<file path="src/rtl/serial_subtractor_if.sv">
`default_nettype none
// ============================================================================
// Module   : serial_subtractor_if
// Purpose  : Operand/result valid-ready bundle for serial_subtractor.
//            SERIAL_SUB_OVF_EN adds the signed-overflow flag.
// Revision : 1.0 - initial release
// ============================================================================
interface serial_subtractor_if #(
    parameter int N = 8
);
    logic         in_valid;
    logic         in_ready;
    logic [N-1:0] A;
    logic [N-1:0] B;
    logic         Bin;
    logic         out_valid;
    logic         out_ready;
    logic [N-1:0] D;
    logic         Bout;
`ifdef SERIAL_SUB_OVF_EN
    logic         ovf;
`endif

    modport master (
        output in_valid, A, B, Bin, out_ready,
`ifdef SERIAL_SUB_OVF_EN
        input  ovf,
`endif
        input  in_ready, out_valid, D, Bout
    );

    modport slave (
        input  in_valid, A, B, Bin, out_ready,
`ifdef SERIAL_SUB_OVF_EN
        output ovf,
`endif
        output in_ready, out_valid, D, Bout
    );
endinterface
`default_nettype wire

</file>
<file path="src/rtl/serial_subtractor.sv">
`default_nettype none
// ============================================================================
// Module   : serial_subtractor
// Purpose  : Bit-serial D = A - B - Bin, LSB first, one bit per clock.
//            Optional macro SERIAL_SUB_OVF_EN adds the signed overflow flag.
// Revision : 1.0 - initial release
// ============================================================================
module serial_subtractor #(
    parameter int N  = 8,
    parameter int CW = $clog2(N)
) (
    input  logic               clk,
    input  logic               rst,
    serial_subtractor_if.slave bus
);

    typedef enum logic [1:0] {
        S_IDLE = 2'd0,
        S_RUN  = 2'd1,
        S_DONE = 2'd2
    } state_t;

    localparam logic [CW-1:0] c_last = CW'(N - 1);

    state_t        r_state;
    state_t        w_state_nxt;
    logic [N-1:0]  r_a_sh;
    logic [N-1:0]  r_b_sh;
    logic [N-1:0]  r_d;
    logic [CW-1:0] r_cnt;
    logic          r_borrow;
    logic          r_bout;
    logic          w_in_ready;
    logic          w_out_valid;
    logic          w_accept;
    logic          w_run;
    logic          w_last;
    logic          w_a;
    logic          w_b;
    logic          w_d;
    logic          w_borrow_nxt;

    // Single full-subtractor cell working on the current LSBs.
    assign w_a          = r_a_sh[0];
    assign w_b          = r_b_sh[0];
    assign w_d          = w_a ^ w_b ^ r_borrow;
    assign w_borrow_nxt = (~w_a & w_b) | (~(w_a ^ w_b) & r_borrow);

    assign w_accept = bus.in_valid && (r_state == S_IDLE);
    assign w_run    = (r_state == S_RUN);
    assign w_last   = w_run && (r_cnt == c_last);

    always_ff @(posedge clk or posedge rst) begin
        if (rst) begin
            r_state <= S_IDLE;
        end else begin
            r_state <= w_state_nxt;
        end
    end

    always_comb begin
        w_state_nxt = r_state;
        w_in_ready  = 1'b0;
        w_out_valid = 1'b0;
        case (r_state)
            S_IDLE: begin
                w_in_ready = 1'b1;
                if (bus.in_valid) begin
                    w_state_nxt = S_RUN;
                end
            end
            S_RUN: begin
                if (r_cnt == c_last) begin
                    w_state_nxt = S_DONE;
                end
            end
            S_DONE: begin
                w_out_valid = 1'b1;
                if (bus.out_ready) begin
                    w_state_nxt = S_IDLE;
                end
            end
            default: begin
                w_state_nxt = S_IDLE;
            end
        endcase
    end

    always_ff @(posedge clk or posedge rst) begin
        if (rst) begin
            r_a_sh   <= '0;
            r_b_sh   <= '0;
            r_d      <= '0;
            r_cnt    <= '0;
            r_borrow <= 1'b0;
            r_bout   <= 1'b0;
        end else if (w_accept) begin
            r_a_sh   <= bus.A;
            r_b_sh   <= bus.B;
            r_borrow <= bus.Bin;
            r_cnt    <= '0;
        end else if (w_run) begin
            // Result bits enter at the MSB so bit 0 lands in place after N shifts.
            r_a_sh   <= {1'b0, r_a_sh[N-1:1]};
            r_b_sh   <= {1'b0, r_b_sh[N-1:1]};
            r_d      <= {w_d, r_d[N-1:1]};
            r_borrow <= w_borrow_nxt;
            r_cnt    <= r_cnt + CW'(1);
            if (w_last) begin
                r_bout <= w_borrow_nxt;
            end
        end
    end

`ifdef SERIAL_SUB_OVF_EN
    logic r_ovf;

    // On the final edge the cell is looking at the operand and result MSBs.
    always_ff @(posedge clk or posedge rst) begin
        if (rst) begin
            r_ovf <= 1'b0;
        end else if (w_last) begin
            r_ovf <= (w_a != w_b) && (w_d != w_a);
        end
    end

    assign bus.ovf = r_ovf;
`endif

    assign bus.in_ready  = w_in_ready;
    assign bus.out_valid = w_out_valid;
    assign bus.D         = r_d;
    assign bus.Bout      = r_bout;

endmodule
`default_nettype wire

</file>
<file path="src/flat_wrapper.sv">
// flat-port wrapper written by rule: the top's interface ports become plain ports
module serial_subtractor_flat 
#(
    parameter int N  = 8,
    parameter int CW = $clog2(N)
)
  (clk, rst, bus_in_valid, bus_A, bus_B, bus_Bin, bus_out_ready, bus_in_ready, bus_out_valid, bus_D, bus_Bout);
  serial_subtractor_if #(.N(N)) bus_i ();
  input  logic clk;
  input  logic rst;
  input wire logic [$bits(bus_i.in_valid)-1:0] bus_in_valid;
  input wire logic [$bits(bus_i.A)-1:0] bus_A;
  input wire logic [$bits(bus_i.B)-1:0] bus_B;
  input wire logic [$bits(bus_i.Bin)-1:0] bus_Bin;
  input wire logic [$bits(bus_i.out_ready)-1:0] bus_out_ready;
  output wire logic [$bits(bus_i.in_ready)-1:0] bus_in_ready;
  output wire logic [$bits(bus_i.out_valid)-1:0] bus_out_valid;
  output wire logic [$bits(bus_i.D)-1:0] bus_D;
  output wire logic [$bits(bus_i.Bout)-1:0] bus_Bout;
  assign bus_i.in_valid = bus_in_valid;
  assign bus_i.A = bus_A;
  assign bus_i.B = bus_B;
  assign bus_i.Bin = bus_Bin;
  assign bus_i.out_ready = bus_out_ready;
  assign bus_in_ready = bus_i.in_ready;
  assign bus_out_valid = bus_i.out_valid;
  assign bus_D = bus_i.D;
  assign bus_Bout = bus_i.Bout;
  serial_subtractor #(.N(N), .CW(CW)) u_core (.clk(clk), .rst(rst), .bus(bus_i));
endmodule
</file>
<file path="config.mk">
export PLATFORM = sky130hd
export DESIGN_NAME = serial_subtractor_flat
export DESIGN_NICKNAME = d
export VERILOG_FILES = /design/src/rtl/serial_subtractor_if.sv /design/src/rtl/serial_subtractor.sv /design/src/flat_wrapper.sv
export SDC_FILE = /design/constraint.sdc
export NUM_CORES = 1
export LEC_CHECK = 0
export CELL_PAD_IN_SITES_DETAIL_PLACEMENT = 1
export CELL_PAD_IN_SITES_GLOBAL_PLACEMENT = 1
export CORE_MARGIN = 5
export CORE_UTILIZATION = 30
export DETAILED_ROUTE_END_ITERATION = 12
export PLACE_DENSITY_LB_ADDON = 0.05
export RECOVER_POWER = 50
export SYNTH_ARGS = -nofsm -noshare
export SYNTH_HDL_FRONTEND = slang
export SYNTH_SLANG_ARGS = --single-unit
</file>
<file path="constraint.sdc">
create_clock -name clk -period 1.4 [get_ports clk]
set_input_delay 0.21 -clock clk [delete_from_list [all_inputs] [get_ports clk]]
set_output_delay 0.21 -clock clk [all_outputs]
set_load 0.02 [all_outputs]
</file>
==> results by group <==
Run status
  – Outcome: finished, final reports clean

Run
  – MaxCap Viol Count: 0

Global route
  – Global-route wire length before repair: 6.23 mm
  – Number of global-route vias before repair: 1281
  – Total gr overflow: 0
  – Initial antenna violation count: 0
  – Largest net degree at the start of global routing: 32
  – Total track usage: 0.131

Timing
  – Fmax: 743 MHz
  – Clock skew: 0.00480 ns
  – Max-slew violations: 0
  – Worst slew margin: 0.458
  – Final setup vio count: 0
  – Final Hold Viols: 0
  – WHS: 0.486 ns
  – Final WS setup: 0.0538 ns
  – Fin crit period: 1.35 ns
  – Worst Tran Pin Value: 0.814 ns
  – RSZ-0062 raised after global routing: no
  – Fin crit share: 0.962

Synth
  – Post-Syn Instances: 113
  – Synth async-reset ratio: 1.00
  – Yosys cell types: 32
  – Synthesized Nets: 137
  – Post-synth top area cell: dfrtp_1
  – Post-synth top area share: 0.553
  – Post-synth EDFFs: 0
  – YS warnings: 0
  – Top_reg_cell synth: dfrtp_1
  – Sequential cell area fraction in the yosys report: 0.553
  – Synth top area cells: dfrtp_1 55%, o22a_1 12%, mux2_2 5.6%
  – #FFs+latches synth: 31
  – Commonest cells in the netlist: 31 x dfrtp_1, 19 x o22a_1, 7 x mux2_2, 5 x inv_1, 5 x nand2_1
  – Mean Syn Cell Area: 12.4 um^2
  – Post-Syn Area: 1400 um^2
  – Most numerous cell in the Yosys netlist: dfrtp_1

Drt
  – Total Routed Length: 3.52 mm
  – Starting DRC count in detailed routing: 50
  – WL/cell: 16.8 um
  – DRT antenna net count: 0
  – Vias: 1069
  – Vias per cell: 5.11
  – Drt drc: 0
  – Pre-Repair DR Iteration Count: 4

Worst setup path
  – Worst R2R End: u_core.r_b_sh[2]$_DFFE_PP0P_
  – Crit Path Class: register to output port
  – R2R Setup Slk: 0.06 ns
  – Endpoint class of the critical path: output port
  – Reg-to-Reg Start: u_core.r_state[0]$_DFFE_PP0P_
  – CP arrival: 1.14 ns
  – Critical Path Source Type: register
  – CP Data Required Time: 1.19 ns
  – Crit path max fanout: 4
  – Reg2Reg Depth: 4

Die
  – Full die area: 6140 um^2
  – I/O pins: 32
  – Height of the chip: 78.4 um
  – Die width: 78.4 um
  – Core area: 4440 um^2
  – Row Count: 24
  – Initial core utilization: 0.316

Clock tree
  – H-tree depth: 2
  – TritonCTS clock tree: yes
  – Hold buffer count at CTS: 0
  – Worst skew pair latency: 0.28 ns
  – CTS Buf Count: 5
  – Clock Root Buffer: clkbuf_8
  – CTS max path bufs: 2
  – Clock transition at path regs: 0.07 ns
  – Post-CTS setup buffers: 0
  – CTS Sinks: 31

Power
  – Max rail drop VDD: 0.694 mV
  – Pint: 0.00270 W
  – Logic pwr share: 0.460
  – Sequential group share of total power: 0.377
  – Clk pwr share: 0.162
  – Switch share: 0.367
  – PwrDens: 2230 nW/um^2
  – Net Sw Power: 0.00156 W
  – Total leakage power: 0.836 nW
  – Overall power: 0.00426 W

Min path
  – WHS Endpoint: u_core.bus.Bout$_DFFE_PP0P_
  – Worst hold path class: register to register
  – Hold path startpoint: u_core.bus.Bout$_DFFE_PP0P_
  – Hold path depth: 2

Place
  – DP HPWL: 2.60 mm
  – Inst Count DP: 201
  – Routability Congestion: 0.728
  – Pre-CTS WS: -0.187 ns
  – Buffers added on ports: 31

Final layout
  – Nets@finish: 180
  – Multi-input logic area: 574 um^2
  – Final Core Density: 0.429
  – Non-Filler Instances: 209
  – Sequential cell area: 778 um^2
  – # fillers: 482
  – Inserted Diodes: 0
  – Share of cells above drive strength 1: 0.242
  – Area grow syn2layout: 36.0%
==> layer usage <==
layer / share of wire / GRT usage / up-vias
li1: - / - / 501
met1: 0.44 / 0.157 / 539
met2: 0.51 / 0.221 / 25
met3: 0.045 / 0.0435 / 4
met4: 0.011 / 0.0420 / 0
met5: 0 / 0 / -
==> worst max path at each step <==
stage	startpoint	end	slack, ns
4_1_cts	u_core.r_state[0]$_DFFE_PP0P_	bus_in_ready	-0.009
3_3_place_gp	bus_in_valid	u_core.r_b_sh[4]$_DFFE_PP0P_	-0.15
5_1_grt	u_core.r_state[0]$_DFFE_PP0P_	u_core.r_b_sh[3]$_DFFE_PP0P_	0.001
3_5_place_dp	bus_in_valid	u_core.r_b_sh[2]$_DFFE_PP0P_	-0.19
6_report	u_core.r_state[0]$_DFFE_PP0P_	bus_in_ready	0.05
2_1_floorplan	u_core.r_state[1]$_DFFE_PP0P_	u_core.r_b_sh[6]$_DFFE_PP0P_	0.10
==> repair_timing <==
| item | CTS | global route |
|---|---|---|
| gates resized for setup | 18 | 6 |
| pin swaps | 0 | 2 |
| endpoints found under the setup margin | 23 | 19 |
==> power groups by stage <==
stage	logic, W	clock network (W)	registers (W)
3_5_place_dp	0.00207	0	0.00162
6_report	0.00196	0.000691	0.00161
3_3_place_gp	0.00199	0	0.00159
4_1_cts	0.00200	0.000709	0.00161
5_1_grt	0.00219	0.000756	0.00168
2_1_floorplan	0.00122	0	0.00171
==> through the flow <==
| stage | TNS [ns] | cell area (um^2) |
|---|---|---|
| final | 0 | 1910 |
| after global routing | 0 | 1910 |
| after CTS | -0.00912 | 1910 |
| after detailed placement | -2.27 | 1820 |
| after global placement | -1.96 | 1820 |
| after floorplan | 0 | 1400 |
==> state kept, by name (all words and copies together) (netlist names) <==
name	count
u_core.bus.D	8
u_core.r_a_sh	8
u_core.r_b_sh	8
u_core.r_cnt	3
u_core.r_state	2
u_core.bus.Bout	1
u_core.r_borrow	1
==> logic make-up (layout without fill, tap and decap cells) <==
logic type	after synthesis	in the layout	share of synthesized area
compound gates	38	38	0.220
simple gates	20	20	0.0767
fa+ha+maj	3	3	0.0321
flops	31	31	0.553
buf+inv	13	57	0.0535
mux	8	8	0.0642
==> placed cells by master (no fill, tap or decap), types with 5 or more instances in the layout <==
cell	count
dfrtp_1	29
o22a_1	19
buf_4	9
mux2_2	7
dlygate4sd2_1	9
nand2_1	5
clkdlybuf4s50_1	19
inv_1	5
o21ai_0	5
clkbuf_8	5
==> critical path, cell delays in order (launching register included) <==
cell             delay (ns)
dfrtp_2                0.44
nor2_4                 0.14
clkdlybuf4s15_2        0.27
==> area by class of cell <==
class | count | area share
Sequential cell | 31 | 0.408
Multi-Input combinational cell | 69 | 0.301
Timing Repair Buffer | 42 | 0.199
Tap cell | 52 | 0.0341
Clock inverter | 3 | 0.00787
Inverter | 7 | 0.0138
Clock buffer | 5 | 0.0361
Note: power is estimated with default switching activity, not from simulation.
